[src/rtl/reg_share_arbiter_if.sv]
// Bus between the requesters and the shared-register arbiter.
// Handshake: a requester holds req[i] and its wdata slice stable until gnt[i]=1;
// gnt[i]=1 means that data is already in q. Keeping req[i] high queues another write.
interface reg_share_arbiter_if #(
  parameter int NREQ  = 4,
  parameter int WIDTH = 8
);
  localparam int PW = $clog2(NREQ);

  logic [NREQ-1:0]       req;
  logic [NREQ*WIDTH-1:0] wdata;
  logic [NREQ-1:0]       gnt;
  logic [WIDTH-1:0]      q;
  logic [PW-1:0]         q_owner;
  logic                  valid;

  modport master (output req, wdata, input gnt, q, q_owner, valid);
  modport slave  (input req, wdata, output gnt, q, q_owner, valid);
endinterface

[src/rtl/reg_share_arbiter.sv]
// Round-robin write arbiter for one shared WIDTH-bit register.
// Optional owner bursts of up to MAX_BURST captures when ARB_BURST_EN is defined.
module reg_share_arbiter #(
  parameter int NREQ      = 4,
  parameter int WIDTH     = 8,
  parameter int MAX_BURST = 4
) (
  input  logic                 clk,
  input  logic                 reset,
  reg_share_arbiter_if.slave   bus,
  output logic                 fsm_state
);
  localparam int PW = $clog2(NREQ);

  typedef enum logic {IDLE = 1'b0, GRANT = 1'b1} state_t;

  state_t            state_q, state_d;
  logic [NREQ-1:0]   gnt_q, gnt_d, mask, elig;
  logic [WIDTH-1:0]  q_q, q_d;
  logic [PW-1:0]     owner_q, owner_d, ptr_q, ptr_d, win;
  logic              valid_q, valid_d, any;

`ifdef ARB_BURST_EN
  localparam int CW = $clog2(MAX_BURST + 1);
  logic [CW-1:0] cnt_q, cnt_d;
  logic          hold;

  // The current owner stays unmasked and keeps priority until its burst is used up.
  assign hold = (|gnt_q) && bus.req[owner_q] && (cnt_q < CW'(MAX_BURST));
  assign mask = hold ? '0 : gnt_q;
`else
  assign mask = gnt_q;
`endif

  assign elig = bus.req & ~mask;

  // First eligible requester searching ptr, ptr+1, ..., wrapping around.
  always_comb begin
    int idx;
    idx = 0;
    win = ptr_q;
    any = 1'b0;
`ifdef ARB_BURST_EN
    if (hold) begin
      win = owner_q;
      any = 1'b1;
    end
`endif
    for (int k = 0; k < NREQ; k++) begin
      idx = int'(ptr_q) + k;
      if (idx >= NREQ) idx = idx - NREQ;
      if (!any && elig[idx]) begin
        any = 1'b1;
        win = PW'(idx);
      end
    end
  end

  // FSM state register
  always_ff @(posedge clk or negedge reset) begin
    if (!reset) state_q <= IDLE;
    else        state_q <= state_d;
  end

  // FSM next-state logic
  always_comb begin
    state_d = state_q;
    case (state_q)
      IDLE:    state_d = any ? GRANT : IDLE;
      GRANT:   state_d = any ? GRANT : IDLE;
      default: state_d = IDLE;
    endcase
  end

  // FSM output / datapath next values
  always_comb begin
    gnt_d   = '0;
    q_d     = q_q;
    owner_d = owner_q;
    ptr_d   = ptr_q;
    valid_d = valid_q;
    if (state_d == GRANT) begin
      gnt_d   = NREQ'(1) << win;
      q_d     = bus.wdata[win*WIDTH +: WIDTH];
      owner_d = win;
      valid_d = 1'b1;
      ptr_d   = (win == PW'(NREQ - 1)) ? '0 : win + 1'b1;
    end
  end

`ifdef ARB_BURST_EN
  always_comb begin
    cnt_d = '0;
    if (any) cnt_d = hold ? cnt_q + 1'b1 : CW'(1);
  end

  always_ff @(posedge clk or negedge reset) begin
    if (!reset) cnt_q <= '0;
    else        cnt_q <= cnt_d;
  end
`endif

  always_ff @(posedge clk or negedge reset) begin
    if (!reset) begin
      gnt_q   <= '0;
      q_q     <= '0;
      owner_q <= '0;
      ptr_q   <= '0;
      valid_q <= 1'b0;
    end else begin
      gnt_q   <= gnt_d;
      q_q     <= q_d;
      owner_q <= owner_d;
      ptr_q   <= ptr_d;
      valid_q <= valid_d;
    end
  end

  assign bus.gnt     = gnt_q;
  assign bus.q       = q_q;
  assign bus.q_owner = owner_q;
  assign bus.valid   = valid_q;
  assign fsm_state   = state_q;
endmodule

[src/flat_wrapper.sv]
// flat-port wrapper written by rule: the top's interface ports become plain ports
module reg_share_arbiter_flat 
#(
  parameter int NREQ      = 4,
  parameter int WIDTH     = 8,
  parameter int MAX_BURST = 4
)
  (clk, reset, fsm_state, bus_req, bus_wdata, bus_gnt, bus_q, bus_q_owner, bus_valid);
  reg_share_arbiter_if #(.NREQ(NREQ), .WIDTH(WIDTH)) bus_i ();
  input  logic clk;
  input  logic reset;
  output logic fsm_state;
  input wire logic [$bits(bus_i.req)-1:0] bus_req;
  input wire logic [$bits(bus_i.wdata)-1:0] bus_wdata;
  output wire logic [$bits(bus_i.gnt)-1:0] bus_gnt;
  output wire logic [$bits(bus_i.q)-1:0] bus_q;
  output wire logic [$bits(bus_i.q_owner)-1:0] bus_q_owner;
  output wire logic [$bits(bus_i.valid)-1:0] bus_valid;
  assign bus_i.req = bus_req;
  assign bus_i.wdata = bus_wdata;
  assign bus_gnt = bus_i.gnt;
  assign bus_q = bus_i.q;
  assign bus_q_owner = bus_i.q_owner;
  assign bus_valid = bus_i.valid;
  reg_share_arbiter #(.NREQ(NREQ), .WIDTH(WIDTH), .MAX_BURST(MAX_BURST)) u_core (.clk(clk), .reset(reset), .bus(bus_i), .fsm_state(fsm_state));
endmodule
[config.mk]
export PLATFORM = sky130hd
export DESIGN_NAME = reg_share_arbiter_flat
export DESIGN_NICKNAME = d
export VERILOG_FILES = /design/src/rtl/reg_share_arbiter_if.sv /design/src/rtl/reg_share_arbiter.sv /design/src/flat_wrapper.sv
export SDC_FILE = /design/constraint.sdc
export NUM_CORES = 1
export LEC_CHECK = 0
export CORE_UTILIZATION = 35
export CTS_CLUSTER_SIZE = 8
export DETAILED_ROUTE_END_ITERATION = 16
export DONT_BUFFER_PORTS = 1
export PLACE_DENSITY = 0.49
export SYNTH_ARGS = -nofsm -noshare
export SYNTH_HDL_FRONTEND = slang
export SYNTH_SLANG_ARGS = --single-unit
[constraint.sdc]
create_clock -name clk -period 3.55 [get_ports clk]
set_input_delay 0.355 -clock clk [delete_from_list [all_inputs] [get_ports clk]]
set_output_delay 0.355 -clock clk [all_outputs]
set_load 0.03 [all_outputs]
== Yosys cells after proc, flatten, opt, wreduce, memory -nomap -nowiden ==
Cells that the tools add are included.

* Register bits: 18
* Latch bits: 0
* Bits in writable memories: 0
* Bits in read-only memories: 0
* Input port bits: 38
* Output and inout port bits: 16
* Logic and storage cells: 60
* Memories kept: 0

* Add/sub/neg operators: 8
* $mul: 0
* Div/mod/pow operators: 0
* Magnitude comparators: 8
* Eq/ne operators: 1
* Shifts and indexed selects: 2
* Multiplexer cells: 27
* Bitwise operators: 2
* Reductions and logical operators: 6

{| class="wikitable"
|+ Operators with widths
! cell !! number
|-
| less-than comparator 32 x 4 -> 1 bit, second input constant || 4
|-
| two-way mux 32 bit || 4
|-
| greater-or-equal comparator 32 x 4 -> 1 bit, second input constant || 3
|-
| subtractor 32 x 4 -> 32 bit, second input constant || 3
|-
| variable part select 32 x 6 -> 8 bit || 1
|-
| two-way mux 1 bit || 13
|-
| two-way mux 2 bit || 5
|-
| binary-select mux 1 bit (select 2 bit) || 4
|-
| adder 2 x 2 -> 3 bit, second input constant || 2
|-
| bitwise AND 4 bit || 1
|-
| two-way mux 4 bit || 1
|-
| NOT 4 bit || 1
|-
| left shift 1 x 2 -> 4 bit, first input constant || 1
|-
| subtractor 2 x 3 -> 4 bit, second input constant || 1
|-
| adder 2 x 1 -> 3 bit, second input constant || 1
|-
| greater-or-equal comparator 2 x 3 -> 1 bit, second input constant || 1
|-
| logical AND 1 bit || 3
|-
| logical NOT 1 bit || 3
|-
| adder 2 x 1 -> 2 bit, second input constant || 1
|-
| == test 2 bit, second input constant || 1
|}

== Depth between registers and ports, before layout ==
* Depth after elaboration: 17
* Depth in mapped cells: 7
* Depth with buffers taken out: 5

== Least setup slack after synthesis ==
No wires, ideal clock.

* Path type: register to register
* From: register u_core.gnt_q[1] (netlist: u_core.bus.gnt[1])
* To: register u_core.q_q[1] (netlist: u_core.bus.q[1])
* Library setup time: 94 ps
* Arrival: 1652 ps
* Data required time: 3456 ps
* Setup slack: 1805 ps
* Cell stages (with the launch flop): 7
* Path buffers: 1
* Period minus slack after synthesis: 1745 ps
* Cells stage by stage: dfrtp_1 nand2b_2 a311oi_1 a21oi_2 buf_6 mux2i_1 a221oi_2

* Word-level cells in the longest chain between the ends: 16
* Elaborated cells on any way between the ends: 30
* Those cells by class: shift: 1; mux: 21; bitwise: 2; reduce/logical: 6

{| class="wikitable"
|+ RTL lines
! what !! line !! source
|-
| start: declaration || reg_share_arbiter.sv:18 || <nowiki>logic [NREQ-1:0] gnt_q, gnt_d, mask, elig;</nowiki>
|-
| start signal: assignment || reg_share_arbiter.sv:111 || <nowiki>gnt_q <= gnt_d;</nowiki>
|-
| NOT 4 bit * || reg_share_arbiter.sv:35 || <nowiki>assign elig = bus.req & ~mask;</nowiki>
|-
| bitwise AND 4 bit * || reg_share_arbiter.sv:35 ||
|-
| binary-select mux 1 bit (select 2 bit) || reg_share_arbiter.sv:52 || <nowiki>if (!any && elig[idx]) begin</nowiki>
|-
| two-way mux 1 bit (not written as such) (2 in a row) || reg_share_arbiter.sv:52 ||
|-
| two-way mux 1 bit || reg_share_arbiter.sv:52 ||
|-
| logical NOT 1 bit || reg_share_arbiter.sv:52 ||
|-
| logical AND 1 bit || reg_share_arbiter.sv:52 ||
|-
| two-way mux 1 bit || reg_share_arbiter.sv:52 ||
|-
| logical NOT 1 bit || reg_share_arbiter.sv:52 ||
|-
| logical AND 1 bit || reg_share_arbiter.sv:52 ||
|-
| two-way mux 1 bit || reg_share_arbiter.sv:52 ||
|-
| logical NOT 1 bit || reg_share_arbiter.sv:52 ||
|-
| logical AND 1 bit || reg_share_arbiter.sv:52 ||
|-
| two-way mux 2 bit / two-way mux 1 bit (equally long branches) || reg_share_arbiter.sv:52 ||
|-
| variable part select 32 x 6 -> 8 bit / two-way mux 1 bit (equally long branches) || reg_share_arbiter.sv:84, reg_share_arbiter.sv:69, reg_share_arbiter.sv:70 ||
|-
| end signal: assignment || reg_share_arbiter.sv:112 || <nowiki>q_q <= q_d;</nowiki>
|-
| end: declaration || reg_share_arbiter.sv:19 || <nowiki>logic [WIDTH-1:0] q_q, q_d;</nowiki>
|}

Every way passes the cells marked *; elsewhere a longest branch is shown, timed or not. The select of a mux whose other input is x is not followed.
A chain may end at the register's enable or synchronous reset.

== Worst setup path in the final report ==
* From: register u_core.gnt_q[3] (netlist: u_core.bus.gnt[3])
* To: register u_core.q_q[0] (netlist: u_core.bus.q[0])

Same word-level chain as after synthesis.

==> impl_metrics.csv <==
group,metric,value,unit
outcome,status,"finished, final reports clean",
routing,drc,0,
setup_path,cp-endpoint,"u_core.bus.q[0]",
timing,setup_violations,0,
global_routing,antenna_found_initial,0,
power_and_ir_drop,p_per_area,1020,mW/mm^2
min_path,hp-class,"in -> reg",
setup_path,r2r-start,"u_core.bus.gnt[3]",
setup_path,critPathKind,"reg -> reg",
die,core_area,0.002781,sq mm
routing,drt-vias-per-instance,6.104,
clocking,cts_buffer_depth,2,
final_layout,multi_input_area,534.3,sq um
routing,antenna_left,0,
final_layout,fin_nets,134,
routing,dr_total_vias,763,
die,die_w,56.57,microns
setup_path,cp_max_fo,12,
timing,period_needed,2215,ps
yosys,syn_inst,95,
place,hpwl,1576,microns
setup_path,cp_top_family,"compound AO/OA/AOI/OAI gates",
final_layout,post-route-cell-area,0.001071,sq mm
yosys,synth-async-reset-ratio,1.000,
setup_path,worstPathRequired,3670,ps
setup_path,cp-startpoint,"u_core.bus.gnt[3]",
timing,skew,8.640,ps
yosys,synth.top_cell.area_share,0.4322,
global_routing,grt_pass1_vias,718,
setup_path,crit_chain,"nand2b_1, and3_1, a211oi_2, a221oi_1",
setup_path,cp_slowest_cell,"a211oi_2",
setup_path,setup.worst_path.start_class,"flop",
yosys,synth_edf_count,0,
die,die_area,0.003200,sq mm
yosys,seq_area_frac_synth,0.4322,
clocking,numCtsBuffers,3,
power_and_ir_drop,ir_drop,0.0005071,V
setup_path,crit_path_end_kind,"flop",
timing,max_freq,451.5,MHz
die,start_util,0.3747,
global_routing,track_usage,0.1411,
yosys,yosys_warnings,0,
timing,rsz0062_at_grt,"no",
power_and_ir_drop,p_leak,0.4583,nW
routing,drt_iter0_drc,21,
setup_path,worst-r2r-cell-count,4,
global_routing,busiest_layer,"met2",
global_routing,grt_pass1_wl,3436,microns
setup_path,reg2reg_to,"u_core.bus.q[0]",
clocking,clkLatencyLatePin,280,ps
yosys,avgSynthCellArea,10.97,sq um
final_layout,insertedDiodeCount,0,
timing,tightestPinTransition,1125,ps
setup_path,reg2reg_slack,1340,ps
yosys,synth_cell_types,28,
yosys,ys.flop_type,"dfrtp_1",
routing,wl_per_cell,17.41,microns
clocking,clkSinkCount,18,
yosys,synthesis.nets,133,
timing,hold_violations,0,
die,die_y,56.57,microns
place,place_area,0.001039,sq mm
global_routing,met2_usage,0.2134,
global_routing,globalRouteOverflowTotal,0,
routing,routed_wl,2176,microns
final_layout,n_fill_cell,292,
final_layout,drive_gt1_frac,0.1809,
die,pin_count,54,
clocking,clk_pin_slew,100,ps
setup_path,worst-path-stages,4,
place,port_buffers,0,
yosys,ys_ff_latch,18,
setup_path,crit_arrival,2340,ps
global_routing,grtUsageMet1,0.1786,
clocking,cts_tree,"done",
power_and_ir_drop,power.total,0.001092,W
yosys,synth_area_leaders,"dfrtp_1 43%, mux2i_1 15%, a221oi_2 10%",
timing,relSlewSlack,0.2487,
clocking,cts_htree_levels,1,
clocking,cts-root-buf,"clkbuf_4",
die,rows,19,
place,gp_congestion,0.6702,
timing,fin_tns_setup,0,ps
routing,dr.pass1.iters,4,
global_routing,grt_max_degree,22,
timing,fin_crit_sh,0.6239,
setup_path,max_stage_delay,920,ps
final_layout,syn2layout_area_growth,2.761,%
setup_path,critPathBufInv,0,
flow_run,maxCapViolations,0,
final_layout,regArea,450.4,sq um
yosys,synth_top_cell_by_area,"dfrtp_1",
global_routing,met3_usage,0.04147,
yosys,syn_area,0.001042,sq mm
timing,drv_slew,0,
## logic make-up (layout without fill, tap and decap cells)
family	after synthesis	in the layout	synth area share
AO/OA/AOI/OAI	24	24	0.2089
AND/OR/NAND/NOR	29	29	0.1501
multiplexers	16	16	0.1537
flip-flops	18	18	0.4322
buffers and inverters	8	7	0.05522
## cells in the mapped netlist (3+ instances only)
| master | count |
|---|---|
| a21oi_1 | 3 |
| a221oi_2 | 7 |
| buf_6 | 3 |
| dfrtp_1 | 18 |
| mux2i_1 | 16 |
| nand2_1 | 5 |
| nand2b_1 | 4 |
| nor2_1 | 8 |
| nor2b_1 | 4 |
| o21ai_0 | 3 |
| o21ai_1 | 3 |
## cell usage in the layout, fill, tap and decap left out
master	instances
a211o_1	1
a211oi_2	1
a21o_1	1
a21oi_1	3
a21oi_2	1
a221oi_1	1
a221oi_2	7
a311oi_1	1
a31oi_1	2
and2_1	2
and3_1	1
buf_4	1
clkbuf_4	3
dfrtp_1	18
dlygate4sd3_1	1
inv_1	2
mux2i_1	16
nand2_1	5
nand2b_1	4
nand2b_2	1
nand4_1	1
nor2_1	8
nor2b_1	4
nor2b_2	2
o21ai_0	3
o21ai_1	3
or2_2	1
## layer usage
metal	wire length, microns	part of all wire	vias to the layer above
li1	-	-	344
met1	904	0.42	360
met2	1030	0.47	49
met3	185	0.085	10
met4	55	0.025	0
met5	0	0	-
## report_power, final
| part | switching, W | total [W] | internal [W] |
|---|---|---|---|
| clock | 0.0000583 | 0.0000976 | 0.0000393 |
| sequential | 0.000229 | 0.000525 | 0.000295 |
| combinational | 0.000257 | 0.000470 | 0.000213 |
## final cells by class
| cell class | count | share of cell area |
|---|---|---|
| inverters | 2 | 0.007009 |
| repair buffers | 2 | 0.01636 |
| multi-input cells | 69 | 0.4988 |
| flip-flops and latches | 18 | 0.4206 |
| clock buffers | 3 | 0.02103 |
| well taps | 31 | 0.03621 |
## repair_timing
item,4_1_cts,5_1_grt
endpoints found under the hold margin,18,0
buffers inserted,0,0
resized for setup,0,0
endpoints found under the setup margin,0,0
hold buffers,1,0
## worst reg2reg max path, cell delays in order, from the launching register on
cell and delay [ps]:
dfrtp_1 510, nand2b_1 240, and3_1 210, a211oi_2 920
a221oi_1 180
## per-stage QoR
| stage | hold slack [ps] | setup slack, ps | instances | util |
|---|---|---|---|---|
| 2_1_floorplan | 59.41 | 1805 | 95 | - |
| 3_3_place_gp | 59.81 | 1366 | 121 | 0.3734 |
| 3_5_place_dp | 59.93 | 1284 | 121 | 0.3734 |
| 4_1_cts | 309.5 | 1282 | 125 | 0.3851 |
| 5_1_grt | 294.7 | 1147 | 125 | 0.3851 |
| 6_report | 314.2 | 1335 | 125 | 0.3851 |
## registers in the layout, indices dropped and copies added (netlist names)
| signal | flops |
|---|---|
| u_core.bus.q | 8 |
| u_core.bus.gnt | 4 |
| u_core.bus.valid | 1 |
| u_core.ptr_q | 2 |
| u_core.bus.q_owner | 2 |
| u_core.fsm_state | 1 |
## how the worst min path moves through the flow
stage / from / endpoint / slack, ps / cells past startpoint
after floorplan: reset / u_core.bus.gnt[0] / 60 / 0
after global placement: reset / u_core.bus.q_owner[1] / 60 / 0
after detailed placement: reset / u_core.fsm_state / 60 / 0
after CTS: bus_wdata[15] / u_core.bus.q[7] / 310 / 2
after global routing: bus_wdata[9] / u_core.bus.q[1] / 290 / 2
final: bus_wdata[15] / u_core.bus.q[7] / 310 / 2
Note: power is estimated with default switching activity, not from simulation.
